--- config.mk ---
export PLATFORM = sky130hd
export DESIGN_NAME = block_transfer_sequencer
export DESIGN_NICKNAME = d
export VERILOG_FILES = /design/src/rtl/block_xfer_pkg.sv /design/src/rtl/block_transfer_sequencer_lsb.sv /design/src/rtl/block_transfer_sequencer.sv
export SDC_FILE = /design/constraint.sdc
export NUM_CORES = 1
export LEC_CHECK = 0
export CORE_MARGIN = 3
export CORE_UTILIZATION = 30
export DETAILED_ROUTE_END_ITERATION = 10
export SYNTH_ARGS = -nofsm -noshare
export SYNTH_HDL_FRONTEND = slang
export SYNTH_SLANG_ARGS = --single-unit
--- constraint.sdc ---
create_clock -name clock -period 11 [get_ports clock]
set_clock_uncertainty 0.1 [all_clocks]
set_input_delay 2.75 -clock clock [delete_from_list [all_inputs] [get_ports clock]]
set_output_delay 2.75 -clock clock [all_outputs]
set_load 0.01 [all_outputs]
--- src/rtl/block_xfer_pkg.sv ---
// Shared definitions for the LDM/STM block transfer sequencer.
//   state_e    : sequencer states
//   mode_e     : addressing mode, encoded directly as {pre, up}
//   WORD_BYTES : address stride per beat
//   PC_INDEX   : register index of the program counter
package block_xfer_pkg;

  typedef enum logic [1:0] {
    IDLE,
    XFER,
    WBASE
  } state_e;

  typedef enum logic [1:0] {
    DA = 2'b00,
    IA = 2'b01,
    DB = 2'b10,
    IB = 2'b11
  } mode_e;

  localparam int unsigned WORD_BYTES = 4;
  localparam logic [3:0]  PC_INDEX   = 4'd15;

  function automatic mode_e mode_of(input logic pre, input logic up);
    return mode_e'({pre, up});
  endfunction

endpackage

--- src/rtl/block_transfer_sequencer_lsb.sv ---
// lowest_set_bit16: combinational priority encoder.
//   list_i  : 16-bit register list
//   idx_o   : index of the lowest set bit (0 when list is empty)
//   valid_o : list_i has at least one bit set
module lowest_set_bit16 (
  input  logic [15:0] list_i,
  output logic [3:0]  idx_o,
  output logic        valid_o
);

  always_comb begin
    idx_o   = '0;
    valid_o = 1'b0;
    for (int unsigned i = 0; i < 16; i++) begin
      if (list_i[i] && !valid_o) begin
        idx_o   = 4'(i);
        valid_o = 1'b1;
      end
    end
  end

endmodule

--- src/rtl/block_transfer_sequencer.sv ---
// block_transfer_sequencer: drives the register file write port and third
// read port while an LDM/STM walks its register list, one register per beat.
//   clock/reset       : rising-edge clock, synchronous active-high reset
//   start, load, pre,
//   up, wback         : request and instruction mode bits (sampled in IDLE)
//   reg_list, base_reg,
//   base_val          : transfer list, Rn index and Rn value
//   mem_*             : memory beat handshake, address and load data
//   rf_rsel           : read-port select for store data
//   rf_ld/dest/ds     : register file write port
//   pc_ld/pc_value    : R15 write path
//   stall, busy, done : pipeline freeze, activity, completion pulse
module block_transfer_sequencer #(
  parameter int unsigned DW   = 32,
  parameter int unsigned NREG = 16
) (
  input  logic            clock,
  input  logic            reset,
  input  logic            start,
  input  logic            load,
  input  logic            pre,
  input  logic            up,
  input  logic            wback,
  input  logic [NREG-1:0] reg_list,
  input  logic [3:0]      base_reg,
  input  logic [DW-1:0]   base_val,
  input  logic [DW-1:0]   mem_rdata,
  input  logic            mem_ready,
  output logic            mem_en,
  output logic            mem_rw,
  output logic [DW-1:0]   mem_addr,
  output logic [3:0]      rf_rsel,
  output logic            rf_ld,
  output logic [3:0]      rf_dest,
  output logic [DW-1:0]   rf_ds,
  output logic            pc_ld,
  output logic [DW-1:0]   pc_value,
  output logic            stall,
  output logic            busy,
  output logic            done
);

  import block_xfer_pkg::*;

  localparam int unsigned CW = $clog2(NREG + 1);

  state_e          state_q, state_d;
  logic [NREG-1:0] list_q, list_d;
  logic [DW-1:0]   addr_q, addr_d;
  logic [DW-1:0]   wbval_q, wbval_d;
  logic [3:0]      breg_q, breg_d;
  logic            load_q, load_d;
  logic            wb_q, wb_d;
  logic            done_q, done_d;

  logic [3:0]      cur_idx;
  logic            cur_valid;
  logic [CW-1:0]   n_cnt;
  logic [DW-1:0]   span;
  logic [DW-1:0]   word;

  lowest_set_bit16 u_lsb (
    .list_i  (list_q),
    .idx_o   (cur_idx),
    .valid_o (cur_valid)
  );

  always_comb begin
    n_cnt = '0;
    for (int unsigned i = 0; i < NREG; i++) begin
      n_cnt = n_cnt + CW'(reg_list[i]);
    end
    word = DW'(WORD_BYTES);
    span = DW'(n_cnt) * word;
  end

  always_ff @(posedge clock) begin
    if (reset) begin
      state_q <= IDLE;
      list_q  <= '0;
      addr_q  <= '0;
      wbval_q <= '0;
      breg_q  <= '0;
      load_q  <= 1'b0;
      wb_q    <= 1'b0;
      done_q  <= 1'b0;
    end else begin
      state_q <= state_d;
      list_q  <= list_d;
      addr_q  <= addr_d;
      wbval_q <= wbval_d;
      breg_q  <= breg_d;
      load_q  <= load_d;
      wb_q    <= wb_d;
      done_q  <= done_d;
    end
  end

  always_comb begin
    state_d = state_q;
    list_d  = list_q;
    addr_d  = addr_q;
    wbval_d = wbval_q;
    breg_d  = breg_q;
    load_d  = load_q;
    wb_d    = wb_q;
    done_d  = 1'b0;
    case (state_q)
      IDLE: begin
        if (start) begin
          list_d  = reg_list;
          load_d  = load;
          breg_d  = base_reg;
          // A loaded base register takes precedence over the writeback value.
          wb_d    = wback && !(load && reg_list[base_reg]);
          wbval_d = up ? (base_val + span) : (base_val - span);
          case (mode_of(pre, up))
            IA: addr_d = base_val;
            IB: addr_d = base_val + word;
            DA: addr_d = base_val - span + word;
            DB: addr_d = base_val - span;
          endcase
          if (n_cnt == '0) done_d  = 1'b1;
          else             state_d = XFER;
        end
      end
      XFER: begin
        if (mem_ready) begin
          list_d[cur_idx] = 1'b0;
          addr_d          = addr_q + word;
          if (list_d == '0) begin
            if (wb_q) begin
              state_d = WBASE;
            end else begin
              state_d = IDLE;
              done_d  = 1'b1;
            end
          end
        end
      end
      WBASE: begin
        state_d = IDLE;
        done_d  = 1'b1;
      end
      default: state_d = IDLE;
    endcase
  end

  always_comb begin
    mem_en   = 1'b0;
    mem_rw   = 1'b0;
    mem_addr = '0;
    rf_rsel  = '0;
    rf_ld    = 1'b0;
    rf_dest  = '0;
    rf_ds    = '0;
    pc_ld    = 1'b0;
    pc_value = '0;
    busy     = (state_q != IDLE);
    stall    = busy || ((state_q == IDLE) && start);
    done     = done_q;
    case (state_q)
      XFER: begin
        if (cur_valid) begin
          mem_en   = 1'b1;
          mem_rw   = !load_q;
          mem_addr = addr_q;
          rf_rsel  = cur_idx;
          if (load_q && mem_ready) begin
            if (cur_idx == PC_INDEX) begin
              pc_ld    = 1'b1;
              pc_value = mem_rdata;
            end else begin
              rf_ld   = 1'b1;
              rf_dest = cur_idx;
              rf_ds   = mem_rdata;
            end
          end
        end
      end
      WBASE: begin
        rf_ld   = 1'b1;
        rf_dest = breg_q;
        rf_ds   = wbval_q;
      end
      default: ;
    endcase
  end

endmodule

==> run_results.csv <==
group,metric,value,unit
timing,slew_headroom,21.17,%
finish,fin_nets,1643,
finish,drive_above_1_share,6.061,%
clock_tree,cts_tree,"built",
power,clkPwrFrac,14.1,%
timing,slew_violations,0,
clock_tree,holdBufCountCts,0,
place,routabilityCongestion,0.9330,
worst_setup_path,cp_num_cells,22,
floorplanning,io_pins,203,
timing,fin_crit,9.472,ns
logic_synthesis,synth_ff_type,"dfxtp_1",
clock_tree,cts_inserted_buffers,9,
flow_run,cap_violations,0,
power,p_sw,1.138,mW
worst_setup_path,reg2regPathDepth,12,
logic_synthesis,yosysWarnings,0,
power,p_sw_share,50.74,%
power,ir_drop,0.1081,mV
logic_synthesis,synth_edf_count,0,
timing,max_freq,105.6,MHz
clock_tree,root_buffer,"clkbuf_16",
worst_setup_path,start_kind,"input pin",
power,p_comb_share,62.7,%
drt,antenna_left,0,
worst_setup_path,slowest_stage,"nor3_1",
timing,worst_slew_pin_slew,1.166,ns
clock_tree,cts_setup_buffers,0,
timing,rsz0062_at_grt,"false",
finish,antenna_cells,0,
worst_setup_path,path_cells,"clkdlybuf4s50_1 > inv_1 > fa_1 > fa_1 > fa_1 > fa_1 > inv_1 > ha_1 > inv_1 > fa_1 > xor2_1 > inv_1 > ha_1 > nor3b_1 > or4_1 > nand3_1 > o211ai_1 > nor3_1 > nand3_1 > o31a_1 > o31a_1 > o22ai_1",
logic_synthesis,ys_async_sr_fraction,0,%
timing,hold_violations,0,
logic_synthesis,syn_nets,1514,
finish,seqCellArea,0.001782,mm²
power,p_leak,4.134,nW
place,dp_hpwl,29900,µm
clock_tree,cts_resized,0,
worst_setup_path,max_stage_delay,0.66,ns
clock_tree,clock_path_buffers,2,
drt,drt-initial-drc-count,997,
finish,multi_input_area,0.007241,mm²
grt,grt_max_degree,96,
finish,synthToLayoutAreaGrowth,25.97,%
worst_setup_path,cp_max_fo,10,
floorplanning,coreArea,0.03180,mm²
finish,fillers,3374,
clock_tree,insertion_delay,0.36,ns
power,p_total,2.243,mW
min_path,hp-class,"reg2reg",
grt,antenna_found_initial,2,
drt,vias,10970,
min_path,hold_depth,2,
grt,grtUsageTotal,21.99,%
timing,period_share,86.11,%
worst_setup_path,cp_data_required_time,11.18,ns
grt,grt_pass1_wl,59640,µm
floorplanning,rows,65,
grt,grt_pass1_vias,10380,
worst_setup_path,cpMostUsedCell,"fa_1",
floorplanning,die_y,186.1,µm
clock_tree,cts_max_level,3,
logic_synthesis,ys_types,90,
logic_synthesis,syn_area,0.009732,mm²
worst_setup_path,critical_path_class,"in2reg",
timing,setup_violations,0,
logic_synthesis,synth.avg_cell_area,7.032,µm²
drt,routedWlPerCell,20.10,µm
drt,drcViolationCount,0,
floorplanning,die_x,186.1,µm
worst_setup_path,crit_arrival,9.65,ns
grt,gr-total-overflow,0,
logic_synthesis,ys_ff_latch,89,
power,seqPwrFrac,23.2,%
drt,detail_route.vias_per_cell,5.614,
outcome,outcome,"completed",
logic_synthesis,ys_seq_area_share,18.31,%
logic_synthesis,synth_cells,1384,
worst_setup_path,cpLargestDelayFamily,"adder cells",
clock_tree,clk_pin_slew,0.08,ns
power,pwr_density_cell,183.0,mW/mm²
floorplanning,start_util,30.60,%
floorplanning,die-area,0.03464,mm²
worst_setup_path,cp.buffers_inverters,5,
drt,dr.pass1.iters,5,
power,p_int,1.105,mW
place,numPortBuffers,202,
timing,setup_tns,0,ns
worst_setup_path,end_kind,"flip-flop",
clock_tree,clock-sinks,89,
drt,routed_wl,39250,µm
[stage by stage]
step / cells / cell area, µm² / utilization, % / worst slack, ns / hold slack (ns)
floorplan: 1384 / 9732 / - / 2.488 / 0.3273
global placement: 1937 / 11970 / 37.64 / 1.380 / 0.3387
detailed placement: 1937 / 11970 / 37.64 / 1.247 / 0.3451
CTS: 1953 / 12260 / 38.55 / 1.622 / 0.3562
global route: 1953 / 12260 / 38.55 / 1.148 / 0.3785
finish: 1953 / 12260 / 38.55 / 1.528 / 0.3541
[final timing paths]
path | slack, ns | endpoint | startpoint
worst max-delay path | 1.53 | addr_q[22]$_SDFFE_PP0P_ | reg_list[1]
worst min-delay path | 0.35 | addr_q[0]$_SDFFE_PP0P_ | addr_q[0]$_SDFFE_PP0P_
worst min register to register | 0.35 | addr_q[0]$_SDFFE_PP0P_ | addr_q[0]$_SDFFE_PP0P_
worst max register to register | 7.01 | addr_q[15]$_SDFFE_PP0P_ | state_q[1]$_SDFFE_PP0P_
[registers in the layout, indices dropped and copies added (netlist names)]
signal and flops:
done 1, state_q 2, addr_q 32, load_q 1, list_q 16, breg_q 4
wbval_q 32, wb_q 1
[cells in the mapped netlist (7+ instances only)]
cell type,count,share of area [%]
and2_1,68,4.4
buf_4,9,0.69
nor2_1,128,4.9
nor2b_1,45,2.9
clkbuf_1,68,2.6
o211ai_1,8,0.62
nand3b_1,9,0.69
a221oi_1,7,0.63
a21oi_1,104,5.3
nand2_1,155,6.0
a22oi_1,52,4.0
a211oi_1,15,1.2
nor4_2,8,1.0
fa_1,12,2.5
a21o_1,7,0.54
inv_1,64,2.5
o21ai_0,66,3.4
or3_1,11,0.71
o31ai_1,10,0.77
and3_1,15,0.96
xor2_1,25,2.2
ha_1,26,3.3
nand2b_1,10,0.64
a31oi_1,19,1.2
buf_2,8,0.41
o21a_1,10,0.77
xnor2_1,49,4.4
nand4_1,20,1.3
o22ai_1,19,1.2
nand3_1,42,2.2
nor3_1,46,2.4
nor4_1,17,1.1
dfxtp_1,89,18
buf_1,10,0.39
[power groups by stage]
stage | Sequential [mW] | Combinational [mW] | Clock [mW]
after CTS | 0.520 | 1.40 | 0.323
final | 0.521 | 1.41 | 0.317
after global placement | 0.526 | 1.38 | 0
after global routing | 0.537 | 1.55 | 0.333
after floorplan | 0.482 | 0.981 | 0
after detailed placement | 0.527 | 1.39 | 0
[placed cells by master (no fill, tap or decap), drive strengths merged, types with 13 or more instances in the layout]
master / instances
nor2b: 45
inv: 68
dfxtp: 89
a22oi: 52
and3: 16
a21oi: 104
o21ai: 70
nand2: 156
o22ai: 19
ha: 26
or3: 13
nor4: 29
nand3: 44
nand4: 20
nor2: 128
and2: 69
a31oi: 19
nor3: 49
xnor2: 50
a211oi: 17
buf: 18
xor2: 25
clkdlybuf4s50: 201
[area by class of cell]
class	instances	area share, %
inverters	69	2.113
clock buffers	9	1.837
flip-flops and latches	89	14.53
clock inverters	7	0.5205
well taps	435	4.440
repair buffers	219	17.49
multi-input cells	1125	59.06
[logic make-up after synthesis]
group                    Yosys count  share of synthesized area (%)
AO/OA/AOI/OAI                    377                          25.67
XOR/XNOR                          75                          6.827
adder cells (fa/ha/maj)           42                          6.223
buffers and inverters            170                          7.470
flip-flops                        89                          18.31
multiplexers                      10                          1.697
AND/OR/NAND/NOR                  621                          33.80
[tightest hold or removal path, cell delays in order, from the launching register on]
cell     delay [ns]
dfxtp_1        0.31
nand2_1        0.05
a21oi_1        0.05
[metal layers]
layer | routed length (µm) | global-route usage [%]
met5 | 16 | 0
met4 | 1190 | 6.762
met3 | 2752 | 3.400
met2 | 18820 | 37.79
met1 | 16470 | 28.45
Note: power is estimated with default switching activity, not from simulation.
